[src/rtl/scc_pkg.sv]
// rtl/scc_pkg.sv - shared types and constants for the scc memory bridge
// Purpose: bridge FSM state encoding, err_bits indices and channel ids.
// Ports: none (package).
package scc_pkg;

  typedef enum logic [2:0] {
    ST_IDLE,
    ST_ISSUE,
    ST_WAIT,
    ST_RESP,
    ST_HALTED
  } state_t;

  localparam int ERR_MISALIGN = 0;
  localparam int ERR_RANGE    = 1;

  localparam logic CH_FETCH = 1'b0;
  localparam logic CH_DATA  = 1'b1;

endpackage

[src/rtl/scc_rr_arbiter.sv]
// rtl/scc_rr_arbiter.sv - two-requester fixed-priority / round-robin arbiter
// Purpose: picks fetch or data channel; remembers the last accepted grant.
// Ports:
//   clk, rst, clk_en   clock, sync active-high reset, clock enable
//   if_req, d_req      pending requests
//   accept             the bridge takes the current grant this cycle
//   grant_any          at least one request pending
//   grant_ch           chosen channel (CH_FETCH / CH_DATA)
module scc_rr_arbiter
  import scc_pkg::*;
#(
  parameter int DATA_FIRST = 1
) (
  input  logic clk,
  input  logic rst,
  input  logic clk_en,
  input  logic if_req,
  input  logic d_req,
  input  logic accept,
  output logic grant_any,
  output logic grant_ch
);

  logic last_ch;

  always_comb begin
    grant_any = if_req | d_req;
    if (if_req && d_req) begin
      // Contention: fixed data priority, or hand the grant to whoever lost last time.
      grant_ch = (DATA_FIRST != 0) ? CH_DATA : ~last_ch;
    end else begin
      grant_ch = d_req ? CH_DATA : CH_FETCH;
    end
  end

  always_ff @(posedge clk) begin
    if (rst) begin
      last_ch <= CH_FETCH;
    end else if (clk_en && accept) begin
      last_ch <= grant_ch;
    end
  end

endmodule

[src/rtl/scc_mem_bridge.sv]
// rtl/scc_mem_bridge.sv - scc core to single-port unified memory bridge
// Purpose: arbitrates fetch and data requests onto one memory port with MEM_LAT read
//   latency, flags misaligned / out-of-range accesses, stops issuing after halt.
// Ports:
//   clk, rst, clk_en, halt                       control
//   if_req, if_addr -> if_rdata, if_valid        fetch channel
//   d_req, d_we, d_addr, d_wdata -> d_rdata, d_valid   data channel
//   mem_addr, mem_read, mem_write, mem_wdata, mem_rdata  memory port
//   err_bits (sticky), halted                    status
module scc_mem_bridge
  import scc_pkg::*;
#(
  parameter int ADDR_W     = 32,
  parameter int DATA_W     = 32,
  parameter int MEM_LAT    = 1,
  parameter int MEM_WORDS  = 1024,
  parameter int DATA_FIRST = 1
) (
  input  logic              clk,
  input  logic              rst,
  input  logic              clk_en,
  input  logic              halt,
  input  logic              if_req,
  input  logic [ADDR_W-1:0] if_addr,
  output logic [DATA_W-1:0] if_rdata,
  output logic              if_valid,
  input  logic              d_req,
  input  logic              d_we,
  input  logic [ADDR_W-1:0] d_addr,
  input  logic [DATA_W-1:0] d_wdata,
  output logic [DATA_W-1:0] d_rdata,
  output logic              d_valid,
  output logic [ADDR_W-1:0] mem_addr,
  output logic              mem_read,
  output logic              mem_write,
  output logic [DATA_W-1:0] mem_wdata,
  input  logic [DATA_W-1:0] mem_rdata,
  output logic [1:0]        err_bits,
  output logic              halted
);

  localparam int                BYTES    = DATA_W / 8;
  localparam logic [ADDR_W-1:0] OFF_MASK = ADDR_W'(BYTES - 1);
  localparam logic [ADDR_W:0]   LIMIT    = (ADDR_W + 1)'(MEM_WORDS * BYTES);
  localparam logic [3:0]        LAT_LOAD = 4'(MEM_LAT - 1);

  state_t            state, state_n;
  logic [3:0]        lat_cnt;
  logic              gnt_ch, we_q, halt_seen;
  logic [ADDR_W-1:0] addr_q;
  logic [DATA_W-1:0] wdata_q, if_rdata_q, d_rdata_q;
  logic [1:0]        err_q;

  logic              grant_any, grant_ch, accept, capture;
  logic [ADDR_W-1:0] sel_addr;
  logic              sel_we, misalign, oor;

  scc_rr_arbiter #(.DATA_FIRST(DATA_FIRST)) u_arb (
    .clk      (clk),
    .rst      (rst),
    .clk_en   (clk_en),
    .if_req   (if_req),
    .d_req    (d_req),
    .accept   (accept),
    .grant_any(grant_any),
    .grant_ch (grant_ch)
  );

  assign sel_addr = (grant_ch == CH_DATA) ? d_addr : if_addr;
  assign sel_we   = (grant_ch == CH_DATA) && d_we;
  assign misalign = |(sel_addr & OFF_MASK);
  assign oor      = {1'b0, sel_addr} >= LIMIT;

  always_comb begin
    state_n   = state;
    accept    = 1'b0;
    capture   = 1'b0;
    mem_read  = 1'b0;
    mem_write = 1'b0;
    if_valid  = 1'b0;
    d_valid   = 1'b0;
    case (state)
      ST_IDLE: begin
        if (halt) begin
          state_n = ST_HALTED;
        end else if (grant_any) begin
          accept  = 1'b1;
          // A faulting access never reaches the memory; it just reports back.
          state_n = (misalign || oor) ? ST_RESP : ST_ISSUE;
        end
      end
      ST_ISSUE: begin
        mem_read  = ~we_q;
        mem_write = we_q;
        if (MEM_LAT == 1) begin
          capture = 1'b1;
          state_n = ST_RESP;
        end else begin
          state_n = ST_WAIT;
        end
      end
      ST_WAIT: begin
        // The counter is about to reach zero: read data is valid at this edge.
        if (lat_cnt == 4'd1) begin
          capture = 1'b1;
          state_n = ST_RESP;
        end
      end
      ST_RESP: begin
        if_valid = (gnt_ch == CH_FETCH);
        d_valid  = (gnt_ch == CH_DATA);
        state_n  = (halt_seen || halt) ? ST_HALTED : ST_IDLE;
      end
      ST_HALTED: state_n = ST_HALTED;
      default:   state_n = ST_IDLE;
    endcase
  end

  always_ff @(posedge clk) begin
    if (rst) begin
      state      <= ST_IDLE;
      lat_cnt    <= 4'd0;
      gnt_ch     <= CH_FETCH;
      we_q       <= 1'b0;
      halt_seen  <= 1'b0;
      addr_q     <= '0;
      wdata_q    <= '0;
      if_rdata_q <= '0;
      d_rdata_q  <= '0;
      err_q      <= 2'b00;
    end else if (clk_en) begin
      state <= state_n;
      if (accept) begin
        gnt_ch    <= grant_ch;
        we_q      <= sel_we;
        addr_q    <= sel_addr;
        wdata_q   <= d_wdata;
        halt_seen <= 1'b0;
        if (misalign) err_q[ERR_MISALIGN] <= 1'b1;
        if (oor)      err_q[ERR_RANGE]    <= 1'b1;
        // Faulting reads return zero; d_rdata is never touched by writes.
        if ((misalign || oor) && !sel_we) begin
          if (grant_ch == CH_DATA) d_rdata_q  <= '0;
          else                     if_rdata_q <= '0;
        end
      end
      if (state == ST_ISSUE || state == ST_WAIT) halt_seen <= halt_seen | halt;
      if (state == ST_ISSUE)      lat_cnt <= LAT_LOAD;
      else if (state == ST_WAIT)  lat_cnt <= lat_cnt - 4'd1;
      if (capture && !we_q) begin
        if (gnt_ch == CH_DATA) d_rdata_q  <= mem_rdata;
        else                   if_rdata_q <= mem_rdata;
      end
    end
  end

  assign mem_addr  = addr_q;
  assign mem_wdata = wdata_q;
  assign if_rdata  = if_rdata_q;
  assign d_rdata   = d_rdata_q;
  assign err_bits  = err_q;
  assign halted    = (state == ST_HALTED);

endmodule

[config.mk]
export PLATFORM = sky130hd
export DESIGN_NAME = scc_mem_bridge
export DESIGN_NICKNAME = d
export VERILOG_FILES = /design/src/rtl/scc_pkg.sv /design/src/rtl/scc_rr_arbiter.sv /design/src/rtl/scc_mem_bridge.sv
export SDC_FILE = /design/constraint.sdc
export NUM_CORES = 1
export LEC_CHECK = 0
export CORE_MARGIN = 8
export CORE_UTILIZATION = 41
export DETAILED_ROUTE_END_ITERATION = 6
export GPL_TIMING_DRIVEN = 0
export HOLD_SLACK_MARGIN = 0.15
export PLACE_DENSITY = 0.88
export RECOVER_POWER = 50
export SETUP_SLACK_MARGIN = 0.05
export SLEW_MARGIN = 20
export SYNTH_ARGS = -nofsm -noshare
export SYNTH_HDL_FRONTEND = slang
export SYNTH_SLANG_ARGS = --single-unit
export TNS_END_PERCENT = 1
[constraint.sdc]
create_clock -name clk -period 2.7 [get_ports clk]
set_clock_uncertainty 0.1 [all_clocks]
set_input_delay 0.27 -clock clk [delete_from_list [all_inputs] [get_ports clk]]
set_output_delay 0.27 -clock clk [all_outputs]
set_load 0.03 [all_outputs]
==> After elaboration in Yosys (flattened, before gate mapping) <==
Cells that the tools add are included.
{ "op_classes": {"addsub": 1, "magnitude_cmp": 1, "eq_ne": 7, "n_mux": 32, "bitwise_logic": 4, "reduce_logical": 19} }
{ "op_table": {"columns": ["operator", "n"], "rows": [
  ["2-to-1 mux 32 bit", 11],
  [">= comparator 32 x 13 -> 1 bit (second input constant)", 1],
  ["case mux 3 bit (5 select lines)", 1],
  ["2-to-1 mux 1 bit", 12],
  ["2-to-1 mux 3 bit", 4],
  ["AND reduction 3 bit", 3],
  ["2-to-1 mux 4 bit", 2],
  ["== test 3 x 2 -> 1 bit (second input constant)", 2],
  ["AND reduction 2 bit", 3],
  ["== test 4 x 1 -> 1 bit (second input constant)", 1],
  ["logical AND 1 bit", 4],
  ["nonzero test 2 bit", 2],
  ["subtractor 4 x 1 -> 4 bit (second input constant)", 1],
  ["== test 3 x 1 -> 1 bit (second input constant)", 1],
  ["== test 3 bit (second input constant)", 1],
  ["zero test 3 bit", 1],
  ["logical OR 1 bit", 3],
  ["!= test 3 bit (second input constant)", 1],
  ["zero test 1 bit", 2],
  ["2-to-1 mux 2 bit", 1],
  ["!= test 2 bit (second input constant)", 1],
  ["NOT 1 bit", 2],
  ["bitwise OR 1 bit", 2],
  ["case mux 1 bit (2 select lines)", 1],
  ["OR reduction 2 bit", 1]
]} }
{ "totals": {"regBits": 140, "inputBits": 135, "output_inout_bits": 135, "word_cells": 75} }

==> Depth between registers and ports, before layout <==
Gate-level depths: netlist (run 1).
{ "depth": {"word_depth": 10, "depth_mapped": 9, "ltp_nobuf": 7} }

==> Cells and area by module <==
From an unflattened synthesis (run 1), not the netlist that was laid out.
{ "unflattened": {"cells_unflattened": 688, "hier_area_um2": 6371.1} }
{ "by_module_without_submodules": {"columns": ["module", "n_inst", "cells_each", "area_per_inst_um2", "seq_area_each_um2"], "rows": [
  ["scc_mem_bridge", 1, 686, 6361.1, 2802.7],
  ["scc_rr_arbiter", 1, 2, 10.0, 0.0]
]} }

==> Least setup slack after synthesis (run 1) <==
Ideal clock, no wire load.
{ "synth_timing": {"path_kind": "reg2reg", "startpoint": "register lat_cnt[0]", "endpoint": "register d_rdata_q[0] (netlist: d_rdata[0])", "setup_ns": 0.132, "t_arrival_ns": 1.786, "t_required_ns": 2.468, "path_slack_ns": 0.682, "stages_incl_launch_ff": 9, "path_buffers": 2, "period_less_slack_ns": 2.018, "path_cell_list": "dfxtp_1 -> ha_1 -> nor3b_2 -> a21boi_4 -> or4b_1 -> buf_2 -> buf_6 -> nand2_1 -> a21oi_1"} }
{ "synth_between": {"elab_chain_len": 5} }
{ "synth_rtl": {"columns": ["element", "line", "rtl"], "rows": [
  ["start, declared", "scc_mem_bridge.sv:48", "logic [3:0] lat_cnt;"],
  ["start signal, assigned", "scc_mem_bridge.sv:149", "else if (state == ST_WAIT) lat_cnt <= lat_cnt - 4'd1;"],
  ["== test 4 x 1 -> 1 bit", "scc_mem_bridge.sv:104", "if (lat_cnt == 4'd1) begin"],
  ["2-to-1 mux 1 bit", "scc_mem_bridge.sv:104", null],
  ["case mux 1 bit (2 select lines)", "scc_mem_bridge.sv:82", "case (state)"],
  ["logical AND 1 bit", "scc_mem_bridge.sv:150", "if (capture && !we_q) begin"],
  ["2-to-1 mux 32 bit", "scc_mem_bridge.sv:150", null],
  ["end signal, assigned", "scc_mem_bridge.sv:151", "if (gnt_ch == CH_DATA) d_rdata_q <= mem_rdata;"],
  ["end, declared", "scc_mem_bridge.sv:51", "logic [DATA_W-1:0] wdata_q, if_rdata_q, d_rdata_q;"]
]} }
Every way passes these cells.
A chain may end at the register's enable or synchronous reset.

==> Worst setup path after layout (run 1) <==
{ "layout_timing": {"startpoint": "register lat_cnt[1]", "endpoint": "register if_rdata_q[30] (netlist: if_rdata[30])"} }
{ "layout_between": {"elab_chain_len": 5} }
{ "layout_rtl": {"columns": ["element", "line", "rtl"], "rows": [
  ["== test 4 x 1 -> 1 bit", "scc_mem_bridge.sv:104", null],
  ["2-to-1 mux 1 bit", "scc_mem_bridge.sv:104", null],
  ["case mux 1 bit (2 select lines)", "scc_mem_bridge.sv:82", null],
  ["logical AND 1 bit", "scc_mem_bridge.sv:150", null],
  ["2-to-1 mux 32 bit", "scc_mem_bridge.sv:150", null],
  ["end signal, assigned", "scc_mem_bridge.sv:152", "else if_rdata_q <= mem_rdata;"],
  ["end, declared", "scc_mem_bridge.sv:51", null]
]} }
Every way passes these cells.

==> key figures, run 1 <==
Hold path
  • Worst Hold Depth: 3
  • Hold endpoint: mem_wdata[5]$_SDFFE_PP0P_
  • Min-delay src: d_wdata[5]
  • Worst Hold Class: in -> reg

Finish
  • Layout area overhead: 61.1%
  • Post-layout util: about two thirds
  • Share of cells above drive strength 1: approximately 6.5%
  • Layout net count: 1135

Timing
  • RSZ-0062 raised after global routing: false
  • Worst slew pin tran: 0.975 ns
  • Fin. max-slew vios: 0
  • Rel. slew slack: 34.3%
  • Final Cycle Share: 91.5%
  • Minimum clock period: between 2 and 2.5 ns
  • Final Hold Vio Count: 0
  • Max Clk Rate: 405 MHz
  • TNS Setup: 0 ns
  • Setup violations, final: 0

Critical path
  • Worst Path Max Fanout: 10
  • Crit-path max cell delay: 0.70 ns
  • Slowest-stage cell, CP: a211oi_1
  • R2R depth: 8
  • Worst EP arrival: 2.67 ns
  • Startpoint class of the critical path: flip-flop
  • Worst r2r src: lat_cnt[1]$_SDFFE_PP0P_
  • Crit path cell chain: inv_1 > ha_1 > nor3b_2 > a21boi_4 > nor4_4 > a211oi_1 > buf_2 > a21oi_1
  • RR Endpoint: if_rdata[30]$_SDFFE_PP0P_
  • Worst R2R Setup Slack: 0.23 ns
  • Buf/Inv on CP: 2
  • Critical Path RT: 2.90 ns
  • Worst setup EP type: flip-flop
  • Critical path type: reg -> reg
  • CP top delay family: compound AO/OA/AOI/OAI gates

Global routing
  • All-layer global routing usage: 23.1%
  • First-pass GRT wire length: 33.0 mm
  • Global route overflow: 0
  • Largest net degree at the start of global routing: 17
  • Antenna violations before repair: 1
  • Vias in the first global route: around 6200

Synth
  • Main combinational cell family by area after synthesis: simple AND/OR/NAND/NOR gates
  • Area fraction in compound gates after synthesis: 16.1%
  • Synth top cells by count: nand2_1 (201), dfxtp_1 (140), a21oi_1 (105)
  • Dominant cell by count in the synthesized netlist: nand2_1
  • Most used DFF post-synth: dfxtp_1
  • Syn Nets: about 850
  • Post-Synth Adder-Cell Area: less than 1%
  • Simple-Gate Fraction of Synth Area: 24.4%
  • Synthesized cell area: 5810 um2
  • Synth async-reset ratio: 0%
  • Synth Warn #: 0
  • Mapped Avg Cell Area: 8.17 um2
  • Post-Synth XOR/XNOR Area: 0.453%
  • Biggest area consumer among synthesized cells: dfxtp_1
  • Post-synth top area share: 48.3%
  • Mapped Cells: roughly 700
  • Number of distinct library cells after synthesis: 39
  • Post-synthesis register bit count: 140
  • Post-synthesis mux area share: under 10%
  • Synth area leaders: dfxtp_1 (48%), nand2_1 (13%), a21oi_1 (9.1%), mux2i_1 (5.5%), a211oi_1 (4.5%)
  • EDFF count, synth: 0
  • Sequential share of the synthesized area: 48.3%

Clock network
  • # clock sinks: 140
  • Clock transition at path regs: 0.06 ns
  • CTS Buf Count: 17
  • Clock tree buffer depth: 2
  • CTS root buf: clkbuf_16
  • Worst-Skew Late Latency: 0.42 ns
  • Post-CTS setup repair buffer count: 0
  • H-tree depth: 4
  • CTS tree: yes

Floorplan
  • Die Area: 18200 um2
  • Initial Util: roughly two fifths
  • Cell Rows: 43
  • I/O pins: between 200 and 300
  • Die Ht: 135 um
  • Core Area: 13900 um2
  • DIE WIDTH: 135 um

Routing
  • Via Count: 6061
  • Detailed Routing Iterations Pass 1: 4
  • Via density: 5.08
  • DRC errors left: 0
  • Routed WL per cell: around 18 um
  • ANT nets after route: 0
  • WL final: 21.4 mm
  • DRT iter0 DRCs: 356

Placement
  • IO buf count: 268
  • Detail Placement HPWL: 16.6 mm
  • RD Place Congestion: around 0.84

Run
  • Maxcap violations: 0

Status
  • Status: complete, no violations

Power
  • Leak Pwr: 3.74 nW
  • Power Total: 0.00574 W
  • Power Dens Cells: 613 nW/um2
  • Worst VDD drop: 462 uV
-- final cells by class --
type	count	area [um2]
diodes	1	2.50
plain buffers	55	263
clock buffers	22	474
clock inverters	10	163
fillers	1092	4530
inverters	4	15.0
multi-input cells	512	2730
flip-flops and latches	140	2800
well taps	180	225
repair buffers	268	2680
-- worst reg2reg max path: stages (launching register included) --
cell and delay [ns]:
dfxtp_1 0.36, inv_1 0.07, ha_1 0.17, nor3b_2 0.19
a21boi_4 0.23, nor4_4 0.11, a211oi_1 0.70, buf_2 0.36
a21oi_1 0.07
-- registers in the layout (all words and copies together) (netlist names) --
| signal | flops |
|---|---|
| d_rdata | 32 |
| err_bits | 2 |
| gnt_ch | 1 |
| halt_seen | 1 |
| if_rdata | 32 |
| lat_cnt | 4 |
| mem_addr | 32 |
| mem_wdata | 32 |
| state | 3 |
| we_q | 1 |
-- placed cells by master, fill, tap and decap left out, types with 3 or more instances in the layout --
master	count
inv_1	4
dlygate4sd3_1	132
nand2_1	201
a21oi_1	105
nor4_1	9
clkbuf_8	3
clkdlybuf4s50_1	134
buf_1	4
a211oi_1	35
nor2_1	46
clkbuf_1	25
nand2b_1	3
mux2i_1	32
dfxtp_1	140
nor3b_1	3
o31ai_1	4
and2_1	3
clkbuf_16	17
bufinv_16	4
buf_2	23
o21ai_0	6
nor3_1	6
nor2b_1	34
buf_6	3
-- logic make-up (layout without fill, tap and decap cells) --
family,after synthesis,count (layout)
xor+xnor,3,3
other cells,0,1
simple gates,316,316
fa+ha+maj,2,2
flops,140,140
mux,32,32
buf+inv,59,359
compound gates,159,159
-- layer usage --
metal,track usage [%],up-vias,part of all wire [%]
met3,9.88,34,10
met4,9.32,0,2.1
li1,-,2973,-
met2,40.8,257,50
met5,0,-,0
met1,23.6,2797,38
-- how the worst max path moves through the flow --
stage	startpoint	end	cells after the start
after floorplan	lat_cnt[0]$_SDFFE_PP0P_	d_rdata[0]$_SDFFE_PP0P_	8
after global placement	clk_en	if_rdata[25]$_SDFFE_PP0P_	7
after detailed placement	clk_en	if_rdata[30]$_SDFFE_PP0P_	7
after CTS	state[0]$_SDFFE_PP0P_	halted	4
after global routing	lat_cnt[0]$_SDFFE_PP0P_	d_rdata[4]$_SDFFE_PP0P_	7
final	lat_cnt[1]$_SDFFE_PP0P_	if_rdata[30]$_SDFFE_PP0P_	8
-- power by group --
part           leakage (nW)  internal [W]  switching (W)  total, W
Sequential             1.14       0.00216      0.0000565   0.00222
Combinational          2.30      0.000445       0.000570   0.00101
Clock                 0.306       0.00162       0.000880   0.00250
Total                  3.74       0.00423        0.00151   0.00574
-- through the flow --
step           setup slack [ns]  cells  area (um2)  hold WS, ns
3_5_place_dp            -0.0483   1159        8710        0.346
6_report                  0.229   1192        9350        0.300
2_1_floorplan             0.682    711        5810        0.267
3_3_place_gp           -0.00938   1159        8710        0.341
4_1_cts                   0.145   1191        9350        0.286
5_1_grt                   0.104   1192        9350        0.287
-- what timing repair did --
action | 4_1_cts | 5_1_grt
gates resized for setup | 2 | 2
hold endpoints to repair | 0 | 0
endpoints found under the setup margin | 2 | 1
hold buffers | 0 | 0
No activity file was read; power rests on OpenSTA's default activity.
==> run 2: changes to the inputs <==
RECOVER_POWER = not set   (was 50)
SETUP_SLACK_MARGIN = 0.5   (was 0.05)
==> run 2 against run 1 <==
Via count is 0.30% lower. Sequential power hardly changed. Clock power hardly changed. Critical path depth stayed put.
==> key figures, run 2 (same netlist as run 1, synthesis figures left out) <==
Status
  • Status: complete, no violations

Timing
  • Rel. slew slack: 48.8%
  • Final Cycle Share: 87.1%
  • Final Hold Vio Count: 0
  • Min Hold Slack: 0.298 ns
  • Fin. max-slew vios: 0
  • Minimum clock period: around 2.4 ns
  • Worst slew pin tran: roughly 0.77 ns
  • Max Clk Rate: 425 MHz
  • Final WS setup: 0.348 ns
  • RSZ-0062 raised after global routing: true
  • Setup violations, final: 0

Routing
  • Routed WL per cell: about 18 um
  • WL final: 21.5 mm
  • ANT nets after route: 0
  • Met3 wire len: 2.33 mm
  • Detailed Routing Iterations Pass 1: 5
  • Met1 Wirelength: 8.03 mm
  • DRT iter0 DRCs: 337
  • Max Used Layer: met4
  • Via Count: 6043
  • Routed length on met2: 10.7 mm
  • DRC errors left: 0
  • Via density: 5.07

Global routing
  • All-layer global routing usage: about 23%
  • Largest net degree at the start of global routing: 17
  • Global route overflow: 0
  • First-pass GRT wire length: between 30 and 40 mm
  • Vias in the first global route: between 6000 and 7000
  • Antenna violations before repair: 1

Critical path
  • Critical Path RT: 2.90 ns
  • Buf/Inv on CP: 2
  • Slowest-stage cell, CP: or4_1
  • Startpoint class of the critical path: flip-flop
  • CP top delay family: simple AND/OR/NAND/NOR gates
  • Worst Path Max Fanout: 10
  • Crit-path max cell delay: slightly above 0.5 ns
  • Crit path cell chain: ha_1 > nor3b_2 > a21boi_4 > or4_1 > clkbuf_1 > buf_2 > nand2_1 > a21oi_1
  • Worst EP arrival: 2.55 ns
  • Critical path type: reg -> reg
  • Worst setup EP type: flip-flop

Finish
  • Layout net count: ~1100
  • Post-layout util: 67.5%
  • Leading cell type in the layout, fill and taps excluded: clkdlybuf4s50_1
  • Commonest cells after routing, fill and taps aside: clkdlybuf4s50_1 (264), nand2_1 (201), dfxtp_1 (140)
  • Final std cells w/o fill: about 1200
  • Filler cells: 1090
  • Share of cells above drive strength 1: 7.32%
  • Layout area overhead: 61.3%

Power
  • Power Total: 0.00577 W
  • Leak Pwr: 3.35 nW
  • Worst VDD drop: ~460 uV
  • Power Dens Cells: 616 nW/um2

Floorplan
  • Core Area: 13900 um2
  • Initial Util: 41.8%
  • Cell Rows: 43
  • I/O pins: 270
  • Die Area: approximately 18000 um2
  • DIE WIDTH: 135 um
  • Die Ht: 135 um

Placement
  • Placed Instances: approximately 1200
  • RD Place Congestion: between 0.8 and 0.9
  • Pre-CTS setup slack: -0.0483 ns
  • IO buf count: 268
  • Detail Placement HPWL: 16.6 mm

Clock network
  • CTS tree: yes
  • # hold bufs at CTS: 0
  • Clock transition at path regs: 0.06 ns
  • CTS Buf Count: 17
  • # clock sinks: 140
  • Worst-Skew Late Latency: 0.42 ns
  • Post-CTS setup repair buffer count: 0
  • H-tree depth: 4
  • Clock tree buffer depth: 2
  • CTS root buf: clkbuf_16

Run
  • Maxcap violations: 0

Hold path
  • Worst Hold Class: in -> reg
-- run 2: cell types whose count changed in the layout (fill, tap and decap cells not counted), moves of 6 or more --
cell / change
clkdlybuf4s50_1: +130
clkbuf_2: +6
dlygate4sd3_1: -132
clkbuf_1: -7
-- run 2: worst register-to-register path: cells and delay by family (launching register included) --
family	cells	cell delay, ns
buffers and inverters	2	0.40
AND/OR/NAND/NOR	3	0.94
adder cells (fa/ha/maj)	1	0.18
AO/OA/AOI/OAI	2	0.20
flip-flops	1	0.41
-- run 2: final timing paths --
kind                                   from                   endpoint  slack (ns)  cells after the start
setup / recovery    lat_cnt[0]$_SDFFE_PP0P_  if_rdata[25]$_SDFFE_PP0P_        0.35                      8
setup reg to reg    lat_cnt[0]$_SDFFE_PP0P_  if_rdata[25]$_SDFFE_PP0P_        0.35                      8
hold reg to reg   if_rdata[12]$_SDFFE_PP0P_  if_rdata[12]$_SDFFE_PP0P_        0.35                      2
hold / removal                   d_wdata[9]  mem_wdata[9]$_SDFFE_PP0P_        0.30                      3
-- run 2: report_power, final --
part	switching (W)	leakage, nW	internal (W)
clock	0.000881	0.306	0.00162
sequential	0.0000602	1.14	0.00216
combinational	0.000572	1.91	0.000474
-- run 2: per-stage QoR --
stage          instance area, um2  setup TNS [ns]
2_1_floorplan                5810               0
3_3_place_gp                 8710         -0.0856
3_5_place_dp                 8710          -0.866
4_1_cts                      9350               0
5_1_grt                      9370               0
6_report                     9370               0
-- run 2: cell type report --
class	instances	area [um2]	area share [%]
timing repair buffer	268	2680	28.6
tap	180	225	2.40
clock buffer	22	474	5.06
inverter	4	15.0	0.160
sequential	140	2800	29.9
clock inverter	10	163	1.74
multi-input combinational	512	2730	29.2
buffer	55	272	2.90
antenna	1	2.50	0.0267
-- run 2: what timing repair did --
action,CTS,global route
pin swaps,0,1
endpoints found under the setup margin,65,138
gates resized for setup,5,13
-- run 2: per-layer routing --
metal | up-vias | global-route usage, %
met2 | 239 | 40.8
met1 | 2800 | 23.6
li1 | 2969 | -
met5 | - | 0
met3 | 35 | 9.88
met4 | 0 | 9.32
==> run 3: changes to the inputs <==
CORE_UTILIZATION = 33   (was 41)
PLACE_DENSITY = 0.77   (was 0.88)
clock period = 2.05 ns   (was 2.7 ns; I/O delays follow)
==> run 3 against run 2 <==
First-iteration DRC count fell by 29%. Register-to-register slack got worse by 0.29 ns. Sequential share of layout area shrank 3.1 points. Cell area rose by 12%. Cell count increased by 5.0%. Fmax up 18%. Global-route usage shrank 3.7 points. Critical path depth increased by 1. Flip-flop and latch count is the same. Critical endpoint is now d_rdata[3]$_SDFFE_PP0P_.
==> key figures, run 3 (same netlist as run 1, synthesis figures left out) <==
Critical path
  • Worst EP arrival: about 2.2 ns
  • Worst setup EP type: flip-flop
  • Critical path type: reg -> reg
  • Critical Path RT: 2.25 ns
  • Worst Path Max Fanout: 10
  • R2R depth: 9
  • Startpoint class of the critical path: flip-flop

Finish
  • Share of cells above drive strength 1: between 20% and 30%
  • Ant diodes: 0
  • Final std cells w/o fill: between 1000 and 1500
  • Post-layout util: between 60% and 70%
  • Commonest cells after routing, fill and taps aside: clkdlybuf4s50_1 (259), nand2_1 (167), dfxtp_1 (134)
  • Layout net count: roughly 1200
  • Finished Cell Area: roughly 11000 um2
  • Leading cell type in the layout, fill and taps excluded: clkdlybuf4s50_1
  • Filler cells: 1418
  • Layout area overhead: 81.1%

Floorplan
  • Core Area: ~17000 um2
  • Die Area: 22100 um2
  • Die Ht: 149 um
  • Initial Util: 33.7%
  • Cell Rows: 48
  • I/O pins: 270
  • DIE WIDTH: 149 um

Clock network
  • # hold bufs at CTS: 0
  • CTS tree: yes
  • Worst-Skew Late Latency: 0.42 ns
  • H-tree depth: 4
  • CTS root buf: clkbuf_16
  • Clock tree buffer depth: 2
  • # clock sinks: 140
  • Clock transition at path regs: roughly 0.06 ns
  • CTS Buf Count: 17

Placement
  • RD Place Congestion: a little under 0.9
  • Placed Instances: 1204
  • Detail Placement HPWL: 17.1 mm
  • IO buf count: 268
  • Area after DPL: 8820 um2

Global routing
  • Vias in the first global route: 6138
  • Antenna violations before repair: 0
  • All-layer global routing usage: between 10% and 20%
  • Largest net degree at the start of global routing: 17
  • Global route overflow: 0
  • First-pass GRT wire length: 33.7 mm

Routing
  • ANT nets after route: 0
  • Detailed Routing Iterations Pass 1: 7
  • Via Count: 6235
  • DRT iter0 DRCs: 238
  • Via density: 4.98
  • Routed WL per cell: 18.7 um
  • DRC errors left: 0
  • WL final: 23.4 mm

Timing
  • Worst slew pin tran: about 0.78 ns
  • RSZ-0062 raised after global routing: true
  • Final Cycle Share: 97.2%
  • Rel. slew slack: a little under half
  • Setup violations, final: 0
  • Minimum clock period: 1.99 ns
  • Max Clk Rate: 502 MHz
  • Final Hold Vio Count: 0
  • Fin. max-slew vios: 0

Hold path
  • Worst Hold Depth: 3
  • Worst Hold Class: in -> reg

Power
  • P_int: around 0.0055 W
  • Comb pwr share: 22.3%
  • Switching power: 0.00226 W
  • Switching Fraction: between 20% and 30%
  • Clock power frac: 40.0%
  • Leak Pwr: 3.85 nW
  • Seq pwr share: 37.7%
  • Power Total: 0.00780 W
  • Power Dens Cells: 742 nW/um2
  • Worst VDD drop: approximately 530 uV

Status
  • Status: complete, no violations

Run
  • Maxcap violations: 0
[run 3: changes by cell type in the layout (fill, tap and decap cells not counted), sizes merged]
| cell | change |
|---|---|
| buf | +30 |
| clkbuf | -11 |
| clkdlybuf4s50 | -5 |
| bufinv | -2 |
| dlygate4sd2 | -2 |
| dlymetal6s2s | +2 |
| inv | +2 |
| clkinv | +1 |
| clkinvlp | +1 |
| diode | -1 |
[run 3: per-stage QoR]
| stage | setup TNS [ns] | setup slack (ns) | hold WS [ns] |
|---|---|---|---|
| global placement | -71.91 | -0.746 | 0.338 |
| global route | -0.112 | -0.0186 | 0.172 |
| CTS | 0 | 0.0610 | 0.184 |
| finish | 0 | 0.0582 | 0.169 |
| detailed placement | -73.89 | -0.755 | 0.344 |
| floorplan | 0 | 0.132 | 0.202 |
[run 3: power groups by stage]
stage | registers, W | clock network, W | logic, W
detailed placement | 0.00299 | 0 | 0.00139
finish | 0.00294 | 0.00312 | 0.00174
global route | 0.00295 | 0.00329 | 0.00184
floorplan | 0.00319 | 0 | 0.000513
CTS | 0.00293 | 0.00315 | 0.00148
global placement | 0.00299 | 0 | 0.00138
[run 3: layout make-up]
type | count | area (um2) | area share, %
Tap cell | 225 | 282 | 2.68
Buffer | 55 | 541 | 5.14
Clock inverter | 12 | 136 | 1.30
Inverter | 4 | 15.0 | 0.143
Multi-Input combinational cell | 512 | 3430 | 32.6
Clock buffer | 19 | 454 | 4.32
Timing Repair Buffer | 285 | 2840 | 27.0
Sequential cell | 140 | 2820 | 26.8
[run 3: per-layer routing]
metal  vias up  share of wire [%]  global-route usage, %
met3        36                 11                   8.51
li1       2997                  -                      -
met1      2936                 38                   21.6
met2       266                 49                   33.2
met4         0                1.8                   5.30
met5         -                  0                      0
[run 3: final timing paths]
check | start | to | slack, ns
hold reg to reg | mem_wdata[3]$_SDFFE_PP0P_ | mem_wdata[3]$_SDFFE_PP0P_ | 0.35
setup reg to reg | lat_cnt[1]$_SDFFE_PP0P_ | d_rdata[3]$_SDFFE_PP0P_ | 0.06
hold / removal | d_addr[15] | mem_addr[15]$_SDFFE_PP0P_ | 0.17
setup / recovery | lat_cnt[1]$_SDFFE_PP0P_ | d_rdata[3]$_SDFFE_PP0P_ | 0.06
[run 3: worst max-delay path, stage by stage, from the launching register on]
cell and delay [ns]:
dfxtp_2 0.32, inv_2 0.07, ha_4 0.11, nor3b_4 0.25, a21boi_4 0.12, or4b_4 0.49
buf_6 0.15, buf_6 0.14, nand2_1 0.07, a21oi_1 0.06
[run 3: repair_timing]
item                                    CTS  global route
endpoints found under the hold margin     0             0
pin swaps                                 8           106
endpoints found under the setup margin  275           275
setup buffers                            17             0
resized for setup                        61           259
